[config.mk]
export PLATFORM = sky130hd
export DESIGN_NAME = spin_angle_estimator_flat
export DESIGN_NICKNAME = d
export VERILOG_FILES = /design/src/rtl/spin_angle_estimator_if.sv /design/src/rtl/spin_angle_estimator.sv /design/src/flat_wrapper.sv
export SDC_FILE = /design/constraint.sdc
export NUM_CORES = 1
export LEC_CHECK = 0
export CORE_UTILIZATION = 45
export DETAILED_ROUTE_END_ITERATION = 10
export REMOVE_ABC_BUFFERS = 1
export SYNTH_ARGS = -nofsm -noshare
export SYNTH_HDL_FRONTEND = slang
export SYNTH_SLANG_ARGS = --single-unit
[constraint.sdc]
create_clock -name clk_in -period 9.4 [get_ports clk_in]
set_clock_uncertainty 0.15 [all_clocks]
set_input_delay 1.88 -clock clk_in [delete_from_list [all_inputs] [get_ports clk_in]]
set_output_delay 1.88 -clock clk_in [all_outputs]
set_load 0.03 [all_outputs]
[src/rtl/spin_angle_estimator_if.sv]
// Sensor-to-panel bundle for spin_angle_estimator: raw IR pin in,
// slice index, validity pulse, lock flag and measured period out.
interface spin_angle_estimator_if #(
  parameter int NUM_SLICES   = 128,
  parameter int PERIOD_WIDTH = 24
);
  localparam int TW = $clog2(NUM_SLICES);

  logic                    ir_tripped;
  logic [TW-1:0]           theta;
  logic                    theta_valid;
  logic                    locked;
  logic [PERIOD_WIDTH-1:0] period_out;

  modport master (
    input  ir_tripped,
    output theta,
    output theta_valid,
    output locked,
    output period_out
  );

  modport slave (
    output ir_tripped,
    input  theta,
    input  theta_valid,
    input  locked,
    input  period_out
  );
endinterface

[src/rtl/spin_angle_estimator.sv]
// Turns the once-per-revolution IR beam-break into a slice index
// that advances every period/NUM_SLICES cycles while locked.
module spin_angle_estimator #(
  parameter int NUM_SLICES      = 128,
  parameter int PERIOD_WIDTH    = 24,
  parameter int DEBOUNCE_CYCLES = 1200,
  parameter int MIN_PERIOD      = 2400,
  parameter int MAX_PERIOD      = 12000000
) (
  input logic                    clk_in,
  input logic                    rst_in,
  spin_angle_estimator_if.master bus
);
  localparam int TW  = $clog2(NUM_SLICES);
  localparam int PW  = PERIOD_WIDTH;
  localparam int SLW = PW - TW;
  localparam int LW  = $clog2(DEBOUNCE_CYCLES + 2);

  localparam logic [PW-1:0] MIN_P = PW'(MIN_PERIOD);
  localparam logic [PW-1:0] MAX_P = PW'(MAX_PERIOD);
  localparam logic [LW-1:0] DEB   = LW'(DEBOUNCE_CYCLES);
  localparam logic [TW-1:0] LAST  = TW'(NUM_SLICES - 1);

  typedef enum logic [1:0] {
    UNLOCKED,
    MEASURE,
    TRACKING
  } state_e;

  state_e state_q, state_d;

  logic          s1_q, s2_q, s3_q, edge_q;
  logic [2:0]    fill_q;
  logic [LW-1:0] lock_q, lock_d;
  logic [PW-1:0] cnt_q, cnt_d;
  logic [PW-1:0] period_q, period_d;
  logic [SLW-1:0] slice_q, slice_d;
  logic [SLW-1:0] sc_q, sc_d;
  logic [TW-1:0] theta_q, theta_d;
  logic          tv_q, tv_d;
  logic          locked_q, locked_d;

  logic acc, long_p, at_max, bound, relock;

  // fill_q marks when s3_q holds a real pin sample, so a pin
  // held high across reset release never looks like a new edge
  always_ff @(posedge clk_in or posedge rst_in) begin
    if (rst_in) begin
      s1_q   <= 1'b0;
      s2_q   <= 1'b0;
      s3_q   <= 1'b0;
      fill_q <= '0;
      edge_q <= 1'b0;
    end else begin
      s1_q   <= bus.ir_tripped;
      s2_q   <= s1_q;
      s3_q   <= s2_q;
      fill_q <= {fill_q[1:0], 1'b1};
      edge_q <= s2_q & ~s3_q & fill_q[2];
    end
  end

  always_ff @(posedge clk_in or posedge rst_in) begin
    if (rst_in) begin
      state_q  <= UNLOCKED;
      lock_q   <= '0;
      cnt_q    <= '0;
      period_q <= '0;
      slice_q  <= '0;
      sc_q     <= '0;
      theta_q  <= '0;
      tv_q     <= 1'b0;
      locked_q <= 1'b0;
    end else begin
      state_q  <= state_d;
      lock_q   <= lock_d;
      cnt_q    <= cnt_d;
      period_q <= period_d;
      slice_q  <= slice_d;
      sc_q     <= sc_d;
      theta_q  <= theta_d;
      tv_q     <= tv_d;
      locked_q <= locked_d;
    end
  end

  always_comb begin
    state_d  = state_q;
    period_d = period_q;
    slice_d  = slice_q;
    sc_d     = sc_q;
    theta_d  = theta_q;
    tv_d     = 1'b0;

    acc    = edge_q && (lock_q == '0);
    long_p = cnt_q >= MIN_P;
    at_max = cnt_q == MAX_P;
    bound  = sc_q == (slice_q - SLW'(1));
    relock = acc && long_p && (state_q != UNLOCKED);

    if (acc) begin
      lock_d = DEB;
    end else if (lock_q != '0) begin
      lock_d = lock_q - LW'(1);
    end else begin
      lock_d = lock_q;
    end

    cnt_d = at_max ? cnt_q : cnt_q + PW'(1);

    // a good edge wins over a coincident slice boundary or timeout
    if (relock) begin
      state_d  = TRACKING;
      cnt_d    = PW'(1);
      period_d = cnt_q;
      slice_d  = cnt_q[PW-1:TW];
      sc_d     = '0;
      theta_d  = '0;
      tv_d     = 1'b1;
    end else begin
      unique case (state_q)
        UNLOCKED: begin
          if (acc) begin
            state_d = MEASURE;
            cnt_d   = PW'(1);
          end
        end
        MEASURE: begin
          if (at_max) state_d = UNLOCKED;
        end
        TRACKING: begin
          if (at_max) begin
            state_d = UNLOCKED;
            theta_d = '0;
            sc_d    = '0;
          end else if (bound) begin
            sc_d = '0;
            if (theta_q != LAST) begin
              theta_d = theta_q + TW'(1);
              tv_d    = 1'b1;
            end
          end else begin
            sc_d = sc_q + SLW'(1);
          end
        end
        default: state_d = UNLOCKED;
      endcase
    end

    locked_d = state_d == TRACKING;
  end

  assign bus.theta       = theta_q;
  assign bus.theta_valid = tv_q;
  assign bus.locked      = locked_q;
  assign bus.period_out  = period_q;
endmodule

[src/flat_wrapper.sv]
// flat-port wrapper written by rule: the top's interface ports become plain ports
module spin_angle_estimator_flat 
#(
  parameter int NUM_SLICES      = 128,
  parameter int PERIOD_WIDTH    = 24,
  parameter int DEBOUNCE_CYCLES = 1200,
  parameter int MIN_PERIOD      = 2400,
  parameter int MAX_PERIOD      = 12000000
)
  (clk_in, rst_in, bus_ir_tripped, bus_theta, bus_theta_valid, bus_locked, bus_period_out);
  spin_angle_estimator_if #(.NUM_SLICES(NUM_SLICES), .PERIOD_WIDTH(PERIOD_WIDTH)) bus_i ();
  input logic clk_in;
  input logic rst_in;
  input wire logic [$bits(bus_i.ir_tripped)-1:0] bus_ir_tripped;
  output wire logic [$bits(bus_i.theta)-1:0] bus_theta;
  output wire logic [$bits(bus_i.theta_valid)-1:0] bus_theta_valid;
  output wire logic [$bits(bus_i.locked)-1:0] bus_locked;
  output wire logic [$bits(bus_i.period_out)-1:0] bus_period_out;
  assign bus_i.ir_tripped = bus_ir_tripped;
  assign bus_theta = bus_i.theta;
  assign bus_theta_valid = bus_i.theta_valid;
  assign bus_locked = bus_i.locked;
  assign bus_period_out = bus_i.period_out;
  spin_angle_estimator #(.NUM_SLICES(NUM_SLICES), .PERIOD_WIDTH(PERIOD_WIDTH), .DEBOUNCE_CYCLES(DEBOUNCE_CYCLES), .MIN_PERIOD(MIN_PERIOD), .MAX_PERIOD(MAX_PERIOD)) u_core (.clk_in(clk_in), .rst_in(rst_in), .bus(bus_i));
endmodule
==> impl_results.md <==
- Status: completed
- Critical Path Max Stage Delay: 740 ps
- Crit-path slowest cell: clkdlybuf4s50_1
- Crit path buf inv count: 1
- FF-to-FF Start: u_core.slice_q[3]$_DFFE_PP0N_
- Top cells by area, synth: dfrtp_1, nand2_1, xnor2_1
- Yosys top cell by area: dfrtp_1
- Initial core utilization: 46.5%
- CTS Buffer Depth: 2
- Global Route Usage Sum: 22.9%
- Layout cells sized above 1: 5.46%
- Routed Wire Length: 12200 um
- Post-route cell area: 5720 um2
- DRC viols: 0
- Synth Register Bits: 94
- Startpoint types: flip-flop
- CP Class: flip-flop to primary output
- Crit. End Element: primary output
- Number of synthesized flops with an enable pin: 0
- Post-layout min period: 3690 ps
- Post-Layout Cell Count: 726
- Ports: 36
- CTS Sinks: 94
- Commonest cells in the netlist: nand2_1, dfrtp_1, nor2_1, xnor2_1, xor2_1
- Post-cts resize count: 0
- Fin Setup TNS: 0 ps
- Final setup violating endpoints: 0
- CTS tree: built
- Largest net degree at the start of global routing: 74
- Initial drt markers: 253
- RSZ-0062 raised after global routing: no
- Leak pwr: 2.45 nW
- First-pass GRT wire length: 20600 um
- Synth top area share: 46.4%
- Port bufs: 35
- CTS Buf Count: 9
- Cells along the critical path: clkdlybuf4s50_1
- Register area share after synthesis: 46.4%
- Crit share post-route: 39.2%
- Worst Setup SP: u_core.slice_q[6]$_DFFE_PP0N_
- Setup Buffers After CTS: 0
- Via-to-Cell Ratio: 5.75
- Placed Instance Area: 5550 um2
- Total core area: 10900 um2
- Vias in the first global route: 4101
- Power per cell area: 150 nW/um2
- Htree depth: 3
- # hold bufs at CTS: 0
- Die Area: 11700 um2
- Yosys cell types: 54
- GPL Wtd Cong: 0.867
- Hold_sp: u_core.s1_q$_DFF_PP0_
- Syn Area/Cell: 9.16 um2
- Pins Over Slew Limit: 0
- Actual slew at the worst max-slew pin: 976 ps
- Nets: 593
- Synth Flop Type: dfrtp_1
- # rows: 38
- Most common cell in the netlist: nand2_1
- Synth async-reset ratio: 100%
- Detailed-router iteration count before antenna repair: 5
- GRT Residual Overflow: 0
- Syn Std Cell Area: 5070 um2
- FMAX: 271 MHz
- Post-DP HPWL: 8470 um
- Clock latency on the worst-skew pair: 370 ps
- Initial antenna violation count: 0
- Synth warn: 0
- Peak supply drop: 0.0902 mV
- Root Driver: clkbuf_8
- Routed WL per cell: 16.8 um
- Hold Path Class: flip-flop to flip-flop
- Die Span Y: 108 um
- Clock slew at the register clock pins of the worst setup and hold paths: 90 ps
- Critical Path AT: 1660 ps
- Req. time, crit path: 7370 ps
- Relative slew slack: 34.7%
- Final hold slack: 207 ps
- Max Cap Viol: 0
- P&R area growth vs syn: 13.0%
- Final ANT Viol Nets: 0
- Cell family with most CP delay: buffers and inverters
- Count of final hold-check violations: 0
- Dpl cells: 710
- Diodes inserted: 0
- Post-layout util: 52.6%
- DIE WIDTH: 108 um
- Mapped Cells: 553
- Crit-path max FO: 10
- Vias post-DR: 4178
worst paths after layout:
check | slack [ps] | cells after the start | end
max in group asynchronous | 6200 | 3 | u_core.cnt_q[5]$_DFF_PP0_
hold / removal | 210 | 0 | u_core.s2_q$_DFF_PP0_
hold reg to reg | 210 | 0 | u_core.s2_q$_DFF_PP0_
min in group asynchronous | 1640 | 2 | u_core.fill_q[0]$_DFF_PP0_
setup reg to reg | 5930 | 7 | u_core.bus.theta[5]$_DFFE_PP0P_
setup / recovery | 5710 | 1 | bus_period_out[13]
cells in the final DEF, fill, tap and decap left out, drive strengths merged, types with 11 or more instances in the layout:
master	n
nand2	95
dfrtp	94
nor2	45
xnor2	36
clkdlybuf4s50	35
xor2	25
nor3	22
nand3	21
o21ai	18
a211oi	17
inv	15
nor4	13
a21oi	13
clkbuf	12
nand4	11
or3	11
report_power, final:
| group | leakage, nW | total [W] | switching (W) | internal, W |
|---|---|---|---|---|
| logic | 1.10 | 0.000116 | 0.0000652 | 0.0000512 |
| clock network | 0.0870 | 0.000251 | 0.000146 | 0.000105 |
| registers | 1.26 | 0.000491 | 0.0000459 | 0.000445 |
worst reg2reg max path: stages, from the launching register on:
cell and delay [ps]:
dfrtp_1 490, nor4_1 510, nand2_1 180, o32ai_1 580
nor2_1 240, or4_1 580, or4b_1 480, a31oi_1 190
sequential cells by signal, summed over array words and instances, names as in the netlist:
register                flops
u_core.bus.locked           1
u_core.bus.period_out       7
u_core.bus.theta            7
u_core.bus.theta_valid      1
u_core.cnt_q               24
u_core.edge_q               1
u_core.fill_q               3
u_core.lock_q              11
u_core.s1_q                 1
u_core.s2_q                 1
u_core.s3_q                 1
u_core.sc_q                17
u_core.slice_q             17
u_core.state_q              2
kinds of logic (layout without fill, tap and decap cells):
| group | Yosys count | after routing | share of synthesized area, % |
|---|---|---|---|
| adder cells (fa/ha/maj) | 9 | 9 | 2.22 |
| AND/OR/NAND/NOR | 264 | 264 | 25.9 |
| XOR/XNOR | 61 | 61 | 10.5 |
| buffers and inverters | 39 | 72 | 2.96 |
| AO/OA/AOI/OAI | 81 | 81 | 11.0 |
| multiplexers | 4 | 4 | 0.840 |
| other | 1 | 1 | 0.0740 |
| flip-flops | 94 | 94 | 46.4 |
per-layer routing:
layer | up-vias | routed length [um] | GRT usage [%]
met3 | 20 | 412 | 2.77
met4 | 0 | 320 | 10.6
met1 | 2058 | 5710 | 31.4
met2 | 91 | 5730 | 36.3
li1 | 2009 | - | -
met5 | - | 0 | 0
through the flow:
stage / power (W) / setup WS [ps]
6_report: 0.000858 / 5710
5_1_grt: 0.000914 / 5630
4_1_cts: 0.000870 / 5700
3_5_place_dp: 0.000615 / 5710
3_3_place_gp: 0.000611 / 5740
2_1_floorplan: 0.000584 / 4920
layout make-up:
cell class / instances / area, um2
fillers: 1011 / 5160
clock inverters: 4 / 30.0
flip-flops and latches: 94 / 2350
clock buffers: 12 / 145
inverters: 15 / 57.6
multi-input cells: 420 / 2570
repair buffers: 41 / 395
well taps: 140 / 175
Note: power is estimated with default switching activity, not from simulation.
